==> src/rtl/product_divider.sv <==
// -----------------------------------------------------------------------------
// product_divider
//   Reads an 8-bit product back from the product RAM and divides it by a 4-bit
//   divisor with a sequential restoring divider (one quotient bit per cycle,
//   MSB first). Returns quotient and remainder so stored products can be
//   checked against their operands or factored back to recover an operand.
//   Shares the RAM read port with the multiplier; the top level arbitrates.
//
// Ports
//   clk_i          system clock, all state updates on the rising edge
//   rst_i          synchronous active-high reset, aborts any operation
//   start_i        request, only honoured in IDLE
//   rd_adr_i       RAM address of the dividend, latched on accepted start
//   divisor_i      divisor, latched on accepted start
//   ram_adr_o      address to the RAM read port (held from start to next start)
//   ram_rd_data_i  RAM read data (combinational or 1-cycle registered RAM)
//   busy_o         high in every non-IDLE state
//   done_o         one-cycle completion pulse
//   quotient_o     quotient, held until the next completion
//   remainder_o    remainder, held until the next completion
//   div_by_zero_o  set with done when the divisor was 0, held with results
//
// States
//   S_IDLE | waiting for start; latches address and divisor
//   S_ADDR | address on the RAM port, read in flight
//   S_LOAD | capture dividend, clear working registers, catch divide-by-zero
//   S_DIV  | one restoring-division iteration per cycle, DATA_W cycles
//   S_DONE | done pulse, results valid
// -----------------------------------------------------------------------------
module product_divider #(
    parameter int ADDR_W = 3,
    parameter int DATA_W = 8,
    parameter int DIV_W  = 4
) (
    input  logic              clk_i,
    input  logic              rst_i,
    input  logic              start_i,
    input  logic [ADDR_W-1:0] rd_adr_i,
    input  logic [DIV_W-1:0]  divisor_i,
    output logic [ADDR_W-1:0] ram_adr_o,
    input  logic [DATA_W-1:0] ram_rd_data_i,
    output logic              busy_o,
    output logic              done_o,
    output logic [DATA_W-1:0] quotient_o,
    output logic [DIV_W-1:0]  remainder_o,
    output logic              div_by_zero_o
);

    localparam int CNT_W = $clog2(DATA_W + 1);

    typedef enum logic [2:0] {
        S_IDLE,
        S_ADDR,
        S_LOAD,
        S_DIV,
        S_DONE
    } state_t;

    state_t             state_q;
    logic [ADDR_W-1:0]  adr_q;
    logic [DIV_W-1:0]   div_q;
    logic [DATA_W-1:0]  dvd_q;
    logic [DATA_W-1:0]  quo_q;
    // Between iterations the remainder is always below the divisor, so only
    // DIV_W bits are stored; the extra bit exists only in the shifted value.
    logic [DIV_W-1:0]   rem_q;
    logic [CNT_W-1:0]   cnt_q;
    logic               busy_q;
    logic               done_q;
    logic [DATA_W-1:0]  quotient_q;
    logic [DIV_W-1:0]   remainder_q;
    logic               dbz_q;

    logic [DIV_W:0]     rem_shift;
    logic               q_bit;
    logic [DIV_W-1:0]   rem_d;
    logic [DATA_W-1:0]  quo_d;

    // One restoring step: bring in the next dividend bit, subtract if it fits.
    always_comb begin
        rem_shift = {rem_q, dvd_q[DATA_W-1]};
        q_bit     = (rem_shift >= {1'b0, div_q});
        rem_d     = q_bit ? DIV_W'(rem_shift - {1'b0, div_q})
                          : rem_shift[DIV_W-1:0];
        quo_d     = {quo_q[DATA_W-2:0], q_bit};
    end

    always_ff @(posedge clk_i) begin
        if (rst_i) begin
            state_q     <= S_IDLE;
            adr_q       <= '0;
            div_q       <= '0;
            dvd_q       <= '0;
            quo_q       <= '0;
            rem_q       <= '0;
            cnt_q       <= '0;
            busy_q      <= 1'b0;
            done_q      <= 1'b0;
            quotient_q  <= '0;
            remainder_q <= '0;
            dbz_q       <= 1'b0;
        end else begin
            done_q <= 1'b0;
            case (state_q)
                S_IDLE: begin
                    if (start_i) begin
                        adr_q   <= rd_adr_i;
                        div_q   <= divisor_i;
                        busy_q  <= 1'b1;
                        state_q <= S_ADDR;
                    end
                end
                S_ADDR: begin
                    state_q <= S_LOAD;
                end
                S_LOAD: begin
                    dvd_q <= ram_rd_data_i;
                    rem_q <= '0;
                    quo_q <= '0;
                    cnt_q <= '0;
                    if (div_q == '0) begin
                        quotient_q  <= '1;
                        remainder_q <= '0;
                        dbz_q       <= 1'b1;
                        done_q      <= 1'b1;
                        state_q     <= S_DONE;
                    end else begin
                        state_q <= S_DIV;
                    end
                end
                S_DIV: begin
                    dvd_q <= {dvd_q[DATA_W-2:0], 1'b0};
                    rem_q <= rem_d;
                    quo_q <= quo_d;
                    cnt_q <= cnt_q + CNT_W'(1);
                    if (cnt_q == CNT_W'(DATA_W - 1)) begin
                        quotient_q  <= quo_d;
                        remainder_q <= rem_d;
                        dbz_q       <= 1'b0;
                        done_q      <= 1'b1;
                        state_q     <= S_DONE;
                    end
                end
                S_DONE: begin
                    busy_q  <= 1'b0;
                    state_q <= S_IDLE;
                end
                default: begin
                    busy_q  <= 1'b0;
                    state_q <= S_IDLE;
                end
            endcase
        end
    end

    assign ram_adr_o     = adr_q;
    assign busy_o        = busy_q;
    assign done_o        = done_q;
    assign quotient_o    = quotient_q;
    assign remainder_o   = remainder_q;
    assign div_by_zero_o = dbz_q;

endmodule

==> config.mk <==
export PLATFORM = sky130hd
export DESIGN_NAME = product_divider
export DESIGN_NICKNAME = d
export VERILOG_FILES = /design/src/rtl/product_divider.sv
export SDC_FILE = /design/constraint.sdc
export NUM_CORES = 1
export LEC_CHECK = 0
export CORE_MARGIN = 2
export CORE_UTILIZATION = 45
export CTS_CLUSTER_DIAMETER = 30
export DETAILED_ROUTE_END_ITERATION = 8
export GPL_ROUTABILITY_DRIVEN = 0
export MAX_ROUTING_LAYER = met4
export PLACE_DENSITY = 0.69
export SYNTH_ARGS = -nofsm -noshare
export SYNTH_HDL_FRONTEND = slang
export SYNTH_SLANG_ARGS = --single-unit
==> constraint.sdc <==
create_clock -name clk_i -period 2.28 [get_ports clk_i]
set_clock_uncertainty 0.05 [all_clocks]
set_input_delay 0.456 -clock clk_i [delete_from_list [all_inputs] [get_ports clk_i]]
set_output_delay 0.456 -clock clk_i [all_outputs]
set_load 0.005 [all_outputs]
==> reports/results.ini, run 1 <==
[yosys]
syn-mean-instance-area_sq_um=8.92
most_used_flip_flop_cell_after_synthesis=dfxtp_1
seq_area_frac_synth=0.453
netlist_area_sq_um=2120
synth.lib_cells_used.distinct=42
synth-edff-count=0
syn-instance-count=238
synthAdderAreaFrac=0.0389
synth-async-reset-ratio=0
simple_gate_portion_of_the_synthesized_area=0.231
syn-num-nets=262
synth_warnings=0
synth_top_family_by_area=simple AND/OR/NAND/NOR gates
synth_compound_area_frac=0.168
parity_gate_share_of_the_synthesized_area_counting_xor_and_xnor_cells=0.00825
ys_seq_elements=48
post_synth_mux_area_share=0.0519

[clocking]
clock_sink_count=48
clockRootBuffer=clkbuf_8
cts_hold_repair.buffers=0
cts.reportedPaths.clkPinSlew_ns=0.09
cts-buffers-inserted=5
cts_htree_levels=2
worst_skew_pair.late_latency_ns=0.30
cts_resized=0
clk_path_buf_depth=2
post_cts_buffers=0
tritoncts=yes

[finish]
design_area_sq_um=2660
layout-drive-gt1-share=0.120
instances_no_fill=326
design.final.nets=297
area_growth_pct=25.4
antenna_cells_inserted=0

[sta]
final.min_clock_period_ns=2.13
final_max_slew_viol_count=0
max_freq_ghz=0.469
finalHoldViolCount=0
report.final.setup_viol=0
fin_crit_sh=0.935
timing.slew.headroom=0.561
unrepaired_setup_endpoints_after_global_routing=no
setup-tns-final_ns=0
worstMarginPinSlew_ns=0.659
finalWorstSetupSlack_ns=0.147

[route]
drt_first_iter_violations=176
avgViaCountPerCell=5.35
vias=1743
wirelength_um=4290
ant_nets_after_route=0
dr.pass1.iters=4
route.detailed.wl_per_inst_um=13.2
drc=0

[grt]
grt_pass1_vias=1676
grt_max_degree=45
grt_pass1_wl_um=7450
antenna_found_initial=0
global_route.overflow_total=0
grt.total_usage=0.184

[critical_path]
crit_path_cell_trace=inv_1 -> ha_1 -> or2_2 -> a2111oi_2 -> a21oi_1 -> mux2i_1 -> o32ai_1
critical-path-top-delay-family=compound AO/OA/AOI/OAI gates
critical-path-slowest-cell=a2111oi_2
max_stage_delay_ns=0.39
worstPathArrival_ns=2.30
worst_r2r_path_depth=7
crit_path_start_kind=flop
worst_setup_path_end_kind=flop
reg2reg_slack_ns=0.15
cp_num_buf_inv=1
critical_path_class=flop to flop
cp_data_required_time_ns=2.45
path_depth=7
worstPathMaxFanout=7

[place]
dpl.cell_count=318
place.detailed.hpwl_um=2930
postPlaceCellArea_sq_um=2540
pre_cts_ws_ns=0.162
buffer_ports.inserted=35

[pwr]
pwr_density_cell_nw_per_um2=703
finalPower_mw=1.87
irDropWorstVdd_uv=439
static-leakage-power_nw=1.00

[min_path]
hp-class=flop to flop
min_delay_path_depth=2

[floorplan]
initial_utilization=0.477
ioPinCount=36
core-area_sq_um=4440
dieHeight_um=72.7
die_w_um=72.7
fp.dieArea_sq_um=5280
num_rows=24

[run_status]
run_status=completed

[flow_run]
max-cap-violations=0

## worst register-to-register path, cell delays in order, from the launching register on
cell and delay (ns):
dfxtp_1 0.36, inv_1 0.05, ha_1 0.21, or2_2 0.30
a2111oi_2 0.39, a21oi_1 0.23, mux2i_1 0.19, o32ai_1 0.27
## layout make-up
class	instances	area (sq um)
Sequential cell	48	961
Tap cell	52	65.1
Clock buffer	6	82.6
Inverter	9	33.8
Clock inverter	2	38.8
Fill cell	416	1780
Timing Repair Buffer	43	423
Multi-Input combinational cell	166	1060
## path summary, 6_finish.rpt
check | endpoint | startpoint
setup / recovery | remainder_o[0]$_SDFFE_PP0P_ | div_q[3]$_SDFFE_PP0P_
hold / removal | ram_adr_o[0]$_SDFFE_PP0P_ | ram_adr_o[0]$_SDFFE_PP0P_
setup reg to reg | remainder_o[0]$_SDFFE_PP0P_ | div_q[3]$_SDFFE_PP0P_
hold reg to reg | ram_adr_o[0]$_SDFFE_PP0P_ | ram_adr_o[0]$_SDFFE_PP0P_
## placed cells by master, fill, tap and decap left out, drive strengths merged, types with 2 or more instances in the layout
cell and n:
nand3 7, nor4 2, a31oi 3, nand3b 2
o21ai 3, clkdlybuf4s50 35, mux2i 11, a211oi 9
nand2b 7, inv 9, clkbuf 6, o31ai 2
dfxtp 48, buf 8, and3b 2, nor2 37
a22oi 9, ha 5, or2 2, nor3 8
a21oi 15, nand2 25, o32ai 4
## Yosys cell counts, types with 4 or more instances
master	instances	area (sq um)
clkbuf_1	7	26.3
ha_1	5	62.6
buf_1	4	15.0
mux2i_1	11	110
nand3_1	7	35.0
a21oi_1	15	75.1
inv_1	9	33.8
o32ai_1	4	35.0
nor2_2	5	31.3
nor3_2	5	50.1
nand2_1	25	93.8
nor2_1	32	120
a211oi_1	9	67.6
dfxtp_1	48	961
nand2b_1	6	37.5
a22oi_1	9	67.6
## registers in the layout (all words and copies together) (netlist names)
name	cells
busy_o	1
cnt_q	4
div_by_zero_o	1
div_q	4
done_o	1
dvd_q	8
quo_q	7
quotient_o	8
ram_adr_o	3
rem_q	4
remainder_o	4
state_q	3
## stage by stage
stage,util,hold WS (ns)
detailed placement,0.572,0.401
floorplan,-,0.382
global placement,0.572,0.394
global route,0.599,0.439
finish,0.599,0.408
CTS,0.599,0.413
## report_power, final
group	internal, mW	switching, mW
Combinational	0.154	0.156
Clock	0.359	0.296
Sequential	0.879	0.0272
## cell families after synthesis
kind of cell / Yosys count
flip-flops: 48
adder cells (fa/ha/maj): 6
AO/OA/AOI/OAI: 50
multiplexers: 11
AND/OR/NAND/NOR: 97
XOR/XNOR: 2
buffers and inverters: 24
## layer usage
metal / wire [um] / vias to the layer above / track usage
met2: 2060 / 39 / 0.308
met1: 2010 / 793 / 0.217
met4: 61 / 0 / 0.0658
li1: - / 905 / -
met3: 158 / 6 / 0.0414
met5: 0 / - / -
Power figures use the tool's default switching activity.
==> run 2: changes to the inputs <==
--- a/config.mk
+++ b/config.mk
@@ -5,6 +5,7 @@
 export SDC_FILE = /design/constraint.sdc
 export NUM_CORES = 1
 export LEC_CHECK = 0
+export CORE_ASPECT_RATIO = 0.5
 export CORE_MARGIN = 2
 export CORE_UTILIZATION = 45
 export CTS_CLUSTER_DIAMETER = 30
==> reports/results.ini, run 2 (same netlist as run 1, synthesis figures left out) <==
[floorplan]
fp.dieArea_sq_um=5310  ; +0.63%
core-area_sq_um=4470  ; +0.51%
die_w_um=101  ; +39%
ioPinCount=36  ; unchanged
num_rows=17  ; -29%
initial_utilization=0.475  ; -0.00241
dieHeight_um=52.6  ; -28%

[clocking]
tritoncts=yes
cts_htree_levels=2  ; unchanged
cts.reportedPaths.clkPinSlew_ns=0.08  ; about the same
clock_sink_count=48  ; unchanged
cts-buffers-inserted=5  ; unchanged
clk_path_buf_depth=2  ; unchanged
worst_skew_pair.late_latency_ns=0.29  ; about the same
clockRootBuffer=clkbuf_8
post_cts_buffers=0  ; unchanged

[finish]
area_growth_pct=24.6
antenna_cells_inserted=0  ; unchanged
layout-drive-gt1-share=0.121  ; +0.000441
post-route-util=0.592  ; -0.00694
mostFrequentLayoutCell=dfxtp_1
layout.cells.most_common_list=48 x dfxtp_1, 35 x clkdlybuf4s50_1, 32 x nor2_1
filler_cell_count=421  ; +1.2%
design.final.nets=297  ; unchanged

[sta]
worstMarginPinSlew_ns=0.544  ; -0.115 ns
finalWorstSetupSlack_ns=0.167  ; +0.0199 ns
final_max_slew_viol_count=0  ; unchanged
fin_crit_sh=0.927  ; -0.00872
unrepaired_setup_endpoints_after_global_routing=no
timing.slew.headroom=0.636  ; +0.0758
setup-tns-final_ns=0  ; unchanged
max_freq_ghz=0.473  ; +0.94%
final.min_clock_period_ns=2.11  ; -0.0199 ns
finalHoldViolCount=0  ; unchanged
report.final.setup_viol=0  ; unchanged

[pwr]
p_int_mw=1.24  ; -11%
irDropWorstVdd_uv=286  ; -35%
fraction_of_power_spent_switching_nets=0.265  ; +0.00900
pwr_density_cell_nw_per_um2=641  ; -8.9%
net-switching-power_mw=0.449  ; -6.3%
combPwrFrac=0.186  ; +0.020
seq_power_share=0.537  ; +0.053
p_clk_frac=0.277  ; -0.073
static-leakage-power_nw=0.978  ; -2.2%

[critical_path]
critical-path-slowest-cell=a2111oi_4
max_stage_delay_ns=0.43  ; +0.04 ns
worstPathArrival_ns=2.26  ; -0.04 ns
worstPathMaxFanout=5  ; -2
worst_setup_path_end_kind=flop
critical_path_class=flop to flop
critical-path-top-delay-family=compound AO/OA/AOI/OAI gates
crit_path_cell_trace=inv_1 -> ha_1 -> nand2b_1 -> a2111oi_4 -> a21o_2 -> a221oi_1 -> o32ai_1
cp_data_required_time_ns=2.43  ; -0.02 ns
crit_path_start_kind=flop
cp_num_buf_inv=1  ; unchanged

[grt]
grt_pass1_wl_um=7640  ; +2.5%
grt_max_degree=25  ; -44%
global_route.overflow_total=0  ; unchanged
grt.total_usage=0.188  ; +0.00414
antenna_found_initial=0  ; unchanged
grt_pass1_vias=1708  ; +1.9%

[route]
wirelength_um=4460  ; +4.0%
ant_nets_after_route=0  ; unchanged
vias=1770  ; +1.5%
drt_first_iter_violations=79  ; -55%
route.detailed.wl_per_inst_um=13.5  ; +2.7%
avgViaCountPerCell=5.36  ; +0.32%
drc=0  ; unchanged
dr.pass1.iters=4  ; unchanged

[place]
buffer_ports.inserted=35  ; unchanged
pre_cts_ws_ns=0.173  ; +0.0105 ns
place.detailed.hpwl_um=3320  ; +13%

[min_path]
hp-class=flop to flop

[run_status]
run_status=completed

[flow_run]
max-cap-violations=0  ; unchanged

run 2: cell types whose count changed in the layout (fill, tap and decap cells not counted), sizes merged:
cell / delta
bufinv: -1
clkinvlp: +1
clkbuf: -1
run 2: worst paths after layout:
kind	startpoint	end	slack, ns	depth (start not counted)
max reg2reg	dvd_q[7]$_SDFFE_PP0P_	remainder_o[3]$_SDFFE_PP0P_	0.17	7
min reg2reg	ram_adr_o[1]$_SDFFE_PP0P_	ram_adr_o[1]$_SDFFE_PP0P_	0.41	2
max	dvd_q[7]$_SDFFE_PP0P_	remainder_o[3]$_SDFFE_PP0P_	0.17	7
min	ram_adr_o[1]$_SDFFE_PP0P_	ram_adr_o[1]$_SDFFE_PP0P_	0.41	2
run 2: layer usage:
| metal | vias up | wire (um) | global-route usage |
|---|---|---|---|
| met5 | - | 0 | - |
| met3 | 4 | 259 | 0.0427 |
| met4 | 0 | 27 | 0.0586 |
| met2 | 51 | 2020 | 0.305 |
| li1 | 896 | - | - |
| met1 | 819 | 2150 | 0.239 |
run 2: tightest hold or removal path, stage by stage, from the launching register on:
cell and delay (ns):
dfxtp_1 0.31, nand2_1 0.05, a21oi_1 0.05
run 2: final cells by class:
type | instances | area (sq um) | share of cell area
clock buffer | 5 | 68.8 | 0.0260
clock inverter | 2 | 12.5 | 0.00473
inverter | 9 | 33.8 | 0.0128
multi-input combinational | 166 | 1070 | 0.406
sequential | 48 | 961 | 0.363
tap | 57 | 71.3 | 0.0270
timing repair buffer | 43 | 423 | 0.160
run 2: timing repair:
| action | CTS | global route |
|---|---|---|
| resized for setup | 0 | 2 |
| endpoints found under the setup margin | 0 | 3 |
| hold buffers | 0 | 0 |
run 2: power by group through the flow:
stage | clock, mW | combinational, mW | sequential [mW]
detailed placement | 0 | 0.310 | 0.929
finish | 0.469 | 0.315 | 0.910
CTS | 0.487 | 0.311 | 0.910
floorplan | 0 | 0.203 | 0.922
global placement | 0 | 0.303 | 0.928
global route | 0.519 | 0.350 | 0.918
run 2: per-stage QoR:
step	hold WS, ns	total power [mW]	instances	area (sq um)
final	0.408	1.69	330	2640
after detailed placement	0.398	1.24	323	2550
after CTS	0.410	1.71	330	2630
after floorplan	0.382	1.13	238	2120
after global routing	0.433	1.79	330	2640
after global placement	0.392	1.23	323	2550
==> run 3: changes to the inputs <==
--- a/config.mk
+++ b/config.mk
@@ -5,14 +5,16 @@
 export SDC_FILE = /design/constraint.sdc
 export NUM_CORES = 1
 export LEC_CHECK = 0
+export CELL_PAD_IN_SITES_DETAIL_PLACEMENT = 1
+export CELL_PAD_IN_SITES_GLOBAL_PLACEMENT = 2
 export CORE_ASPECT_RATIO = 0.5
 export CORE_MARGIN = 2
-export CORE_UTILIZATION = 45
+export CORE_UTILIZATION = 31
 export CTS_CLUSTER_DIAMETER = 30
 export DETAILED_ROUTE_END_ITERATION = 8
 export GPL_ROUTABILITY_DRIVEN = 0
 export MAX_ROUTING_LAYER = met4
-export PLACE_DENSITY = 0.69
+export PLACE_DENSITY_LB_ADDON = 0.1
 export SYNTH_ARGS = -nofsm -noshare
 export SYNTH_HDL_FRONTEND = slang
 export SYNTH_SLANG_ARGS = --single-unit
==> reports/results.ini, run 3 (same netlist as run 1, synthesis figures left out) <==
[sta]
worstMarginPinSlew_ns=0.479  ; -0.0656 ns
final_max_slew_viol_count=0  ; unchanged
report.final.setup_viol=0  ; unchanged
fin_crit_sh=0.914  ; -0.0122
timing.slew.headroom=0.680  ; +0.0433
final.min_clock_period_ns=2.08  ; -0.0279 ns
finalHoldViolCount=0  ; unchanged
setup-tns-final_ns=0  ; unchanged
max_freq_ghz=0.480  ; +1.3%
unrepaired_setup_endpoints_after_global_routing=no

[route]
dr.pass1.iters=4  ; unchanged
drc=0  ; unchanged
highest_layer_used_for_signal_routing=met4
route.detailed.wl_per_inst_um=14.0  ; +3.6%
avgViaCountPerCell=4.84  ; -9.8%
drt_first_iter_violations=100  ; +27%
wirelength_um=5130  ; +15%
met2_wirelength_um=2160  ; +6.8%
vias=1771  ; +0.056%
ant_nets_after_route=0  ; unchanged
wl_met1_um=2640  ; +23%
met3_wirelength_um=272  ; +5.0%

[critical_path]
worstPathArrival_ns=2.24  ; -0.02 ns
worstSetupStartpoint=div_q[3]$_SDFFE_PP0P_
r2r_startpoint=div_q[3]$_SDFFE_PP0P_
worst_setup_path_end_kind=flop
reg2reg_slack_ns=0.20  ; +0.03 ns
worst_r2r_path_depth=7  ; unchanged
crit-reg2reg-capture=remainder_o[3]$_SDFFE_PP0P_
cp_data_required_time_ns=2.43  ; about the same
crit_path_start_kind=flop
critical_path_class=flop to flop
cp-endpoint=remainder_o[3]$_SDFFE_PP0P_
worstPathMaxFanout=5  ; unchanged

[clocking]
cts_htree_levels=2  ; unchanged
clk_path_buf_depth=2  ; unchanged
clock_sink_count=48  ; unchanged
clockRootBuffer=clkbuf_16
tritoncts=yes
worst_skew_pair.late_latency_ns=0.29  ; about the same
cts.reportedPaths.clkPinSlew_ns=0.07  ; about the same
cts-buffers-inserted=5  ; unchanged
post_cts_buffers=0  ; unchanged

[pwr]
pwr_density_cell_nw_per_um2=745  ; +16%
irDropWorstVdd_uv=298  ; +4.4%
finalPower_mw=2.05  ; +21%
static-leakage-power_nw=1.02  ; +4.1%

[floorplan]
fp.dieArea_sq_um=7560  ; +42%
dieHeight_um=62.5  ; +19%
num_rows=21  ; +4
initial_utilization=0.319  ; -0.156
ioPinCount=36  ; unchanged
die_w_um=121  ; +20%
core-area_sq_um=6650  ; +49%

[finish]
area_growth_pct=30.0
antenna_cells_inserted=0  ; unchanged
design_area_sq_um=2760  ; +4.3%
design.final.nets=297  ; unchanged
layout-drive-gt1-share=0.120  ; -0.000441
mostFrequentLayoutCell=dfxtp_1
layout.cells.most_common_list=48 x dfxtp_1, 35 x clkdlybuf4s50_1, 32 x nor2_1

[grt]
grt_max_degree=33  ; +32%
grt_pass1_vias=1755  ; +2.8%
antenna_found_initial=0  ; unchanged
global_route.overflow_total=0  ; unchanged
grt_pass1_wl_um=8690  ; +14%
grt.total_usage=0.150  ; -0.0379

[place]
place.detailed.hpwl_um=3610  ; +8.8%
postPlaceCellArea_sq_um=2590  ; +1.7%
buffer_ports.inserted=35  ; unchanged

[run_status]
run_status=completed

[flow_run]
max-cap-violations=0  ; unchanged

[min_path]
hp-class=flop to flop

run 3: changes by cell type in the layout (fill, tap and decap cells not counted):
| cell | delta |
|---|---|
| clkbuf_16 | +5 |
| clkbuf_8 | -5 |
| a2111oi_2 | +1 |
| a2111oi_4 | -1 |
| bufinv_16 | +1 |
| clkbuf_1 | +1 |
| clkinvlp_4 | -1 |
run 3: how the worst min path moves through the flow:
| stage | depth (start not counted) | to | start |
|---|---|---|---|
| after CTS | 2 | ram_adr_o[0]$_SDFFE_PP0P_ | ram_adr_o[0]$_SDFFE_PP0P_ |
| after detailed placement | 2 | ram_adr_o[1]$_SDFFE_PP0P_ | ram_adr_o[1]$_SDFFE_PP0P_ |
| after floorplan | 2 | dvd_q[0]$_SDFFE_PP0P_ | dvd_q[0]$_SDFFE_PP0P_ |
| after global placement | 2 | dvd_q[0]$_SDFFE_PP0P_ | dvd_q[0]$_SDFFE_PP0P_ |
| after global routing | 2 | ram_adr_o[0]$_SDFFE_PP0P_ | ram_adr_o[0]$_SDFFE_PP0P_ |
| final | 2 | ram_adr_o[0]$_SDFFE_PP0P_ | ram_adr_o[0]$_SDFFE_PP0P_ |
run 3: cell type report:
class | count | area [sq um]
clock inverter | 2 | 35.0
multi-input combinational | 166 | 1060
fill | 768 | 3890
clock buffer | 6 | 129
inverter | 9 | 33.8
sequential | 48 | 961
timing repair buffer | 43 | 423
tap | 92 | 115
run 3: per-layer routing:
metal  track usage  up-vias
li1              -      900
met1         0.202      829
met2         0.215       35
met3        0.0529        7
met4        0.0392        0
met5             -        -
run 3: through the flow:
| stage | util | instances | hold slack (ns) | setup slack [ns] |
|---|---|---|---|---|
| 2_1_floorplan | - | 238 | 0.382 | 0.356 |
| 3_3_place_gp | 0.390 | 358 | 0.390 | 0.250 |
| 3_5_place_dp | 0.390 | 358 | 0.402 | 0.148 |
| 4_1_cts | 0.414 | 366 | 0.410 | 0.147 |
| 5_1_grt | 0.415 | 366 | 0.425 | 0.0595 |
| 6_report | 0.415 | 366 | 0.406 | 0.195 |
run 3: worst max-delay path, cell delays in order (launching register included):
cell and delay [ns]:
dfxtp_1 0.34, inv_1 0.05, ha_1 0.20, or2_2 0.29, a2111oi_2 0.46, a21o_2 0.21, a221oi_1 0.13, o32ai_1 0.27
run 3: report_power, final:
part / internal, mW / total, mW / switching, mW
registers: 0.880 / 0.913 / 0.0332
clock network: 0.516 / 0.825 / 0.309
logic: 0.155 / 0.315 / 0.160
run 3: timing repair:
action / 4_1_cts / 5_1_grt
gates resized for setup: 0 / 1
hold buffers: 0 / 0
setup endpoints to repair: 0 / 1
